`src/rtl/spi_device.sv`:
```
// SPI target, mode 0, MSB first, 8-bit frames. All pins are oversampled in
// the clk_sys domain; RX and TX bytes are buffered in small valid/ready FIFOs.
//
// state  | meaning
// IDLE   | not selected, SDO tri-stated, SCK edges ignored
// ACTIVE | selected, shifting on synced SCK edges
module spi_device #(
    parameter int          RxDepth  = 4,
    parameter int          TxDepth  = 4,
    parameter logic [7:0]  IdleByte = 8'hFF
) (
    input  logic       clk_sys_i,
    input  logic       rst_sys_ni,
    input  logic       spi_sck_i,
    input  logic       spi_cs_ni,
    input  logic       spi_sdi_i,
    output logic       spi_sdo_o,
    output logic       spi_sdo_en_o,
    output logic [7:0] rx_data_o,
    output logic       rx_valid_o,
    input  logic       rx_ready_i,
    input  logic [7:0] tx_data_i,
    input  logic       tx_valid_i,
    output logic       tx_ready_o,
    output logic       rx_overflow_o,
    output logic       tx_underflow_o,
    output logic       busy_o
);
    localparam int RxAw = $clog2(RxDepth);
    localparam int TxAw = $clog2(TxDepth);

    typedef enum logic {IDLE, ACTIVE} state_t;

    state_t          state_q, state_d;
    logic [1:0]      sck_s_q, cs_s_q, sdi_s_q;
    logic            sck_d_q, cs_d_q;
    logic [2:0]      bit_cnt_q, bit_cnt_d;
    logic [7:0]      rx_shift_q, rx_shift_d, tx_shift_q, tx_shift_d;
    logic            sdo_q, sdo_d, sdo_en_q, sdo_en_d;
    logic            ovf_q, ovf_d, unf_q, unf_d;
    logic            load_tx, tx_pop, rx_push;

    logic [7:0]      rx_mem [RxDepth];
    logic [7:0]      tx_mem [TxDepth];
    logic [RxAw:0]   rx_wr_q, rx_rd_q;
    logic [TxAw:0]   tx_wr_q, tx_rd_q;

    wire sck_sync = sck_s_q[1];
    wire cs_sync  = cs_s_q[1];
    wire sdi_sync = sdi_s_q[1];
    wire sck_rise = sck_sync & ~sck_d_q;
    wire sck_fall = ~sck_sync & sck_d_q;
    wire cs_fall  = cs_d_q & ~cs_sync;

    wire rx_empty = (rx_wr_q == rx_rd_q);
    wire rx_full  = (rx_wr_q[RxAw] != rx_rd_q[RxAw]) && (rx_wr_q[RxAw-1:0] == rx_rd_q[RxAw-1:0]);
    wire tx_empty = (tx_wr_q == tx_rd_q);
    wire tx_full  = (tx_wr_q[TxAw] != tx_rd_q[TxAw]) && (tx_wr_q[TxAw-1:0] == tx_rd_q[TxAw-1:0]);
    wire rx_pop   = !rx_empty && rx_ready_i;
    wire tx_push  = tx_valid_i && !tx_full;
    wire [7:0] tx_head = tx_mem[tx_rd_q[TxAw-1:0]];

    assign rx_valid_o     = !rx_empty;
    assign rx_data_o      = rx_empty ? 8'h00 : rx_mem[rx_rd_q[RxAw-1:0]];
    assign tx_ready_o     = !tx_full;
    assign busy_o         = ~cs_sync;
    assign spi_sdo_o      = sdo_q;
    assign spi_sdo_en_o   = sdo_en_q;
    assign rx_overflow_o  = ovf_q;
    assign tx_underflow_o = unf_q;

    // Two-flop synchronizers plus one delayed copy for edge detection.
    // CS_N idles high so busy_o and the edge detector start deasserted.
    always_ff @(posedge clk_sys_i or negedge rst_sys_ni) begin
        if (!rst_sys_ni) begin
            sck_s_q <= 2'b00;
            cs_s_q  <= 2'b11;
            sdi_s_q <= 2'b00;
            sck_d_q <= 1'b0;
            cs_d_q  <= 1'b1;
        end else begin
            sck_s_q <= {sck_s_q[0], spi_sck_i};
            cs_s_q  <= {cs_s_q[0], spi_cs_ni};
            sdi_s_q <= {sdi_s_q[0], spi_sdi_i};
            sck_d_q <= sck_sync;
            cs_d_q  <= cs_sync;
        end
    end

    // Next-state, shift and FIFO-handshake logic; CS_N high wins over SCK edges.
    always_comb begin
        state_d    = state_q;
        bit_cnt_d  = bit_cnt_q;
        rx_shift_d = rx_shift_q;
        tx_shift_d = tx_shift_q;
        load_tx    = 1'b0;
        tx_pop     = 1'b0;
        rx_push    = 1'b0;
        ovf_d      = 1'b0;
        unf_d      = 1'b0;
        case (state_q)
            IDLE: begin
                bit_cnt_d = 3'd0;
                if (cs_fall) begin
                    state_d = ACTIVE;
                    load_tx = 1'b1;
                end
            end
            ACTIVE: begin
                if (cs_sync) begin
                    state_d   = IDLE;
                    bit_cnt_d = 3'd0;
                end else if (sck_rise) begin
                    rx_shift_d = {rx_shift_q[6:0], sdi_sync};
                    bit_cnt_d  = bit_cnt_q + 3'd1;
                    if (bit_cnt_q == 3'd7) begin
                        if (rx_full) ovf_d   = 1'b1;
                        else         rx_push = 1'b1;
                    end
                end else if (sck_fall) begin
                    if (bit_cnt_q == 3'd0) load_tx    = 1'b1;
                    else                   tx_shift_d = tx_shift_q << 1;
                end
            end
            default: state_d = IDLE;
        endcase
        if (load_tx) begin
            if (tx_empty) begin
                tx_shift_d = IdleByte;
                unf_d      = 1'b1;
            end else begin
                tx_shift_d = tx_head;
                tx_pop     = 1'b1;
            end
        end
        sdo_en_d = (state_d == ACTIVE);
        sdo_d    = (state_d == ACTIVE) ? tx_shift_d[7] : 1'b0;
    end

    // Protocol state, shift registers and registered SDO / status pulses.
    always_ff @(posedge clk_sys_i or negedge rst_sys_ni) begin
        if (!rst_sys_ni) begin
            state_q    <= IDLE;
            bit_cnt_q  <= 3'd0;
            rx_shift_q <= 8'h00;
            tx_shift_q <= 8'h00;
            sdo_q      <= 1'b0;
            sdo_en_q   <= 1'b0;
            ovf_q      <= 1'b0;
            unf_q      <= 1'b0;
        end else begin
            state_q    <= state_d;
            bit_cnt_q  <= bit_cnt_d;
            rx_shift_q <= rx_shift_d;
            tx_shift_q <= tx_shift_d;
            sdo_q      <= sdo_d;
            sdo_en_q   <= sdo_en_d;
            ovf_q      <= ovf_d;
            unf_q      <= unf_d;
        end
    end

    // FIFO pointers; extra MSB distinguishes full from empty.
    always_ff @(posedge clk_sys_i or negedge rst_sys_ni) begin
        if (!rst_sys_ni) begin
            rx_wr_q <= '0;
            rx_rd_q <= '0;
            tx_wr_q <= '0;
            tx_rd_q <= '0;
        end else begin
            if (rx_push) rx_wr_q <= rx_wr_q + {{RxAw{1'b0}}, 1'b1};
            if (rx_pop)  rx_rd_q <= rx_rd_q + {{RxAw{1'b0}}, 1'b1};
            if (tx_push) tx_wr_q <= tx_wr_q + {{TxAw{1'b0}}, 1'b1};
            if (tx_pop)  tx_rd_q <= tx_rd_q + {{TxAw{1'b0}}, 1'b1};
        end
    end

    // FIFO storage; contents are only visible through valid pointers.
    always_ff @(posedge clk_sys_i) begin
        if (rx_push) rx_mem[rx_wr_q[RxAw-1:0]] <= {rx_shift_q[6:0], sdi_sync};
        if (tx_push) tx_mem[tx_wr_q[TxAw-1:0]] <= tx_data_i;
    end

endmodule

```
`config.mk`:
```
export PLATFORM = sky130hd
export DESIGN_NAME = spi_device
export DESIGN_NICKNAME = d
export VERILOG_FILES = /design/src/rtl/spi_device.sv
export SDC_FILE = /design/constraint.sdc
export NUM_CORES = 1
export LEC_CHECK = 0
export ABC_CLOCK_PERIOD_IN_PS = 5250
export BUFFER_PORTS_ARGS = -buffer_cell sky130_fd_sc_hd__buf_2
export CORE_ASPECT_RATIO = 1.5
export CORE_UTILIZATION = 35
export DETAILED_ROUTE_END_ITERATION = 16
export GPL_ROUTABILITY_DRIVEN = 0
export SLEW_MARGIN = 20
export SYNTH_ARGS = -nofsm -noshare
export SYNTH_HDL_FRONTEND = slang
export SYNTH_SLANG_ARGS = --single-unit
```
`constraint.sdc`:
```
create_clock -name clk_sys_i -period 5.25 [get_ports clk_sys_i]
set_input_delay 0 -clock clk_sys_i [delete_from_list [all_inputs] [get_ports clk_sys_i]]
set_output_delay 0 -clock clk_sys_i [all_outputs]
set_load 0.1 [all_outputs]
```
==> impl_summary.txt <==
----------------------------------------------------
[Synthesis]
  Syn Nets ... 278
  Number of enable-type register cells in the synthesized netlist ... 64
  Sequential-to-total area share from yosys stat ... 0.676
  Synthesized area per cell ... 17.6 sq um
  Top cells by instance count after synthesis ... edfxtp_1, dfrtp_1, ha_1, mux4_1
  Main flop type after synthesis ... edfxtp_1
  Number of synthesized register bits ... 106
  Most common cell in the netlist ... edfxtp_1
  Ys Warns ... 0
  Proportion of register bits with asynchronous set or reset after synthesis ... 0.396
  Post-synth top area cell ... edfxtp_1
  Post-Syn Instances ... 250
  Unique cell type count in the Yosys netlist ... 42
  Dominant cells by area after synthesis ... edfxtp_1, dfrtp_1, mux4_1
  Top-area cell type share of the netlist area ... 0.436
  Post-synth design cell area ... 4400 sq um

[Floorplan]
  Count of pins on the block boundary ... 30
  Die area ... 13000 sq um
  Vertical extent of the die ... 139 um
  Die boundary width ... 93.6 um
  Row count ... 49
  Initial Utilization ... 0.363
  Core area ... 12100 sq um

[GRT]
  Total Routing Usage GR ... 0.119
  Largest net degree at the start of global routing ... 43
  Gr ovfl total ... 0
  Initial antenna violation count ... 0
  Global-route wire length before repair ... 11500 um
  Via count of the first global-routing pass ... 2298

[Finish]
  Fraction of final layout cells with drive strength greater than 1 ... 0.232
  Post-synthesis to final-layout area growth ... 16.4%
  Total inserted antenna cells ... 0
  Fill cell instance count of the final layout ... 1102
  Final non-filler cell total ... 455
  Layout net count ... 325

[Placed design]
  HPWL after detailed placement ... 4780 um
  Placed cell count ... 424
  Number of buffers inserted by port buffering ... 29

[Drt]
  Count of unresolved DRC violations after routing ... 0
  Metal-1 WL ... 2800 um
  Via count ... 2196
  Detail Route met3 WL ... 248 um
  DR WL/cell ... 15.2 um
  Final antenna-violating net count ... 0
  First-iteration detailed-routing DRC count ... 92
  Highest Signal Layer ... met4
  Sum of met2 wire segment lengths after detailed routing ... 3720 um
  Via density ... 4.83
  First-pass DRT Iterations ... 5
  Routed wire length ... 6930 um

[Power and ir drop]
  Power per cell area ... 429 nW/um^2
  Largest vdd supply drop ... 0.000426 V
  Leakage power total ... 0.00206 uW
  Power Total ... 2200 uW

[Critical path]
  Capturing element type of the critical path ... register
  Type of the worst setup path ... reg2reg
  Crit start category ... register
  Required time at the endpoint of the critical path ... 5.48 ns
  CP Max Fanout ... 12
  Arrival time of the worst setup path ... 2.58 ns
  Worst R2R Path Depth ... 6

[Timing]
  Period minus WS final ... 2.35 ns
  Share of the clock period used by the worst path after layout ... 0.447
  Final hold violations ... 0
  Post-Route Setup TNS ... 0 ns
  Maximum achievable frequency ... 426 MHz
  Number of max-slew violations in the final report ... 0
  Worst Max-Slew Pin Slew ... 0.870 ns
  Setup repair after global routing missed its margin ... false
  Tightest slew margin relative to the limit ... 0.420
  Number of endpoints failing setup at the final stage ... 0
  Final Skew ... 0.00906 ns

[CTS]
  Clock tree from TritonCTS ... yes
  Clock root buffer ... clkbuf_16
  Clock Sinks ... 106
  Clock latency of the later-clocked register in the worst-skew pair ... 0.34 ns
  Count of H-tree levels built during CTS ... 3
  Number of CTS-inserted buffers ... 9
  Clock transition at the registers of the reported paths ... 0.07 ns
  Largest buffer count on any clock path ... 2

[Min path]
  Path type of the worst min-delay path ... in2async

[Flow run]
  Max-cap violation count ... 0

[Outcome]
  Status ... complete, no violations

----------------------------------------------------
final timing paths:
path	startpoint	endpoint	slack, ns
hold / removal	rst_sys_ni	rx_wr_q[1]	0.06
setup reg to reg	bit_cnt_q[0]	tx_rd_q[1]	2.90
max in group asynchronous	rst_sys_ni	cs_s_q[0]	4.65
min in group clk_sys_i	spi_sdi_i	sdi_s_q[0]	0.31
hold reg to reg	sck_s_q[0]	sck_s_q[1]	0.36
setup / recovery	bit_cnt_q[0]	tx_rd_q[1]	2.90
power breakdown:
part,internal [uW],switching [uW]
combinational,181,221
sequential,1030,101
clock,382,287
worst max-delay path, stage by stage (launching register included):
cell	delay, ns
dfrtp_1	0.40
inv_1	0.07
ha_1	0.15
or3b_1	0.34
o22ai_1	0.67
and2b_1	0.27
mux2_2	0.34
through the flow:
stage | util | hold slack [ns] | cell area, sq um | setup WS (ns)
global placement | 0.385 | 0.109 | 4670 | 2.99
global route | 0.422 | 0.0715 | 5120 | 2.78
CTS | 0.421 | 0.286 | 5100 | 2.90
detailed placement | 0.385 | 0.109 | 4670 | 2.92
floorplan | - | -0.296 | 4400 | 2.76
finish | 0.422 | 0.0591 | 5120 | 2.90
flip-flops by register name, summed over array words and instances (netlist names):
signal / count
rx_shift_q: 7
tx_rd_q: 3
rx_overflow_o: 1
bit_cnt_q: 3
rx_wr_q: 3
sdi_s_q: 2
tx_wr_q: 3
rx_mem: 32
sck_d_q: 1
spi_sdo_o: 1
sck_s_q: 2
rx_rd_q: 3
tx_underflow_o: 1
tx_shift_q: 8
spi_sdo_en_o: 1
tx_mem: 32
cs_s_q: 2
cs_d_q: 1
placed cells by master (no fill, tap or decap), drive strengths merged, types with 9 or more instances in the layout:
| master | instances |
|---|---|
| and2 | 13 |
| buf | 30 |
| clkbuf | 11 |
| dfrtp | 39 |
| dlygate4sd3 | 14 |
| edfxtp | 64 |
| ha | 13 |
| inv | 11 |
| mux2 | 10 |
| mux4 | 16 |
| xnor2 | 9 |
repair_timing:
item,CTS,global route
hold buffers,14,0
gates resized for setup,0,0
endpoints found under the hold margin,77,0
setup buffers,0,0
layer usage:
| metal | vias to the layer above | global-route usage |
|---|---|---|
| li1 | 1043 | - |
| met1 | 1101 | 0.127 |
| met2 | 39 | 0.212 |
| met3 | 13 | 0.0295 |
| met5 | - | 0 |
| met4 | 0 | 0.0656 |
logic make-up (layout without fill, tap and decap cells):
kind of cell | count (synthesis) | in the layout | share of synthesized area
DFF | 106 | 106 | 0.676
adders and majority gates | 13 | 13 | 0.0369
xor gates and xnor gates | 15 | 15 | 0.0332
muxes | 27 | 27 | 0.121
AOI/OAI and AO/OA | 23 | 23 | 0.0426
and+or+nand+nor | 48 | 48 | 0.0656
buffers and inverters | 18 | 70 | 0.0250
area by class of cell:
type | instances | area, sq um | share of cell area
Clock buffer | 11 | 243 | 0.0474
Clock inverter | 5 | 53.8 | 0.0105
Inverter | 10 | 37.5 | 0.00732
Multi-Input combinational cell | 126 | 1320 | 0.257
Sequential cell | 106 | 2980 | 0.581
Tap cell | 153 | 191 | 0.0374
Timing Repair Buffer | 44 | 305 | 0.0596
Note: power is estimated with default switching activity, not from simulation.
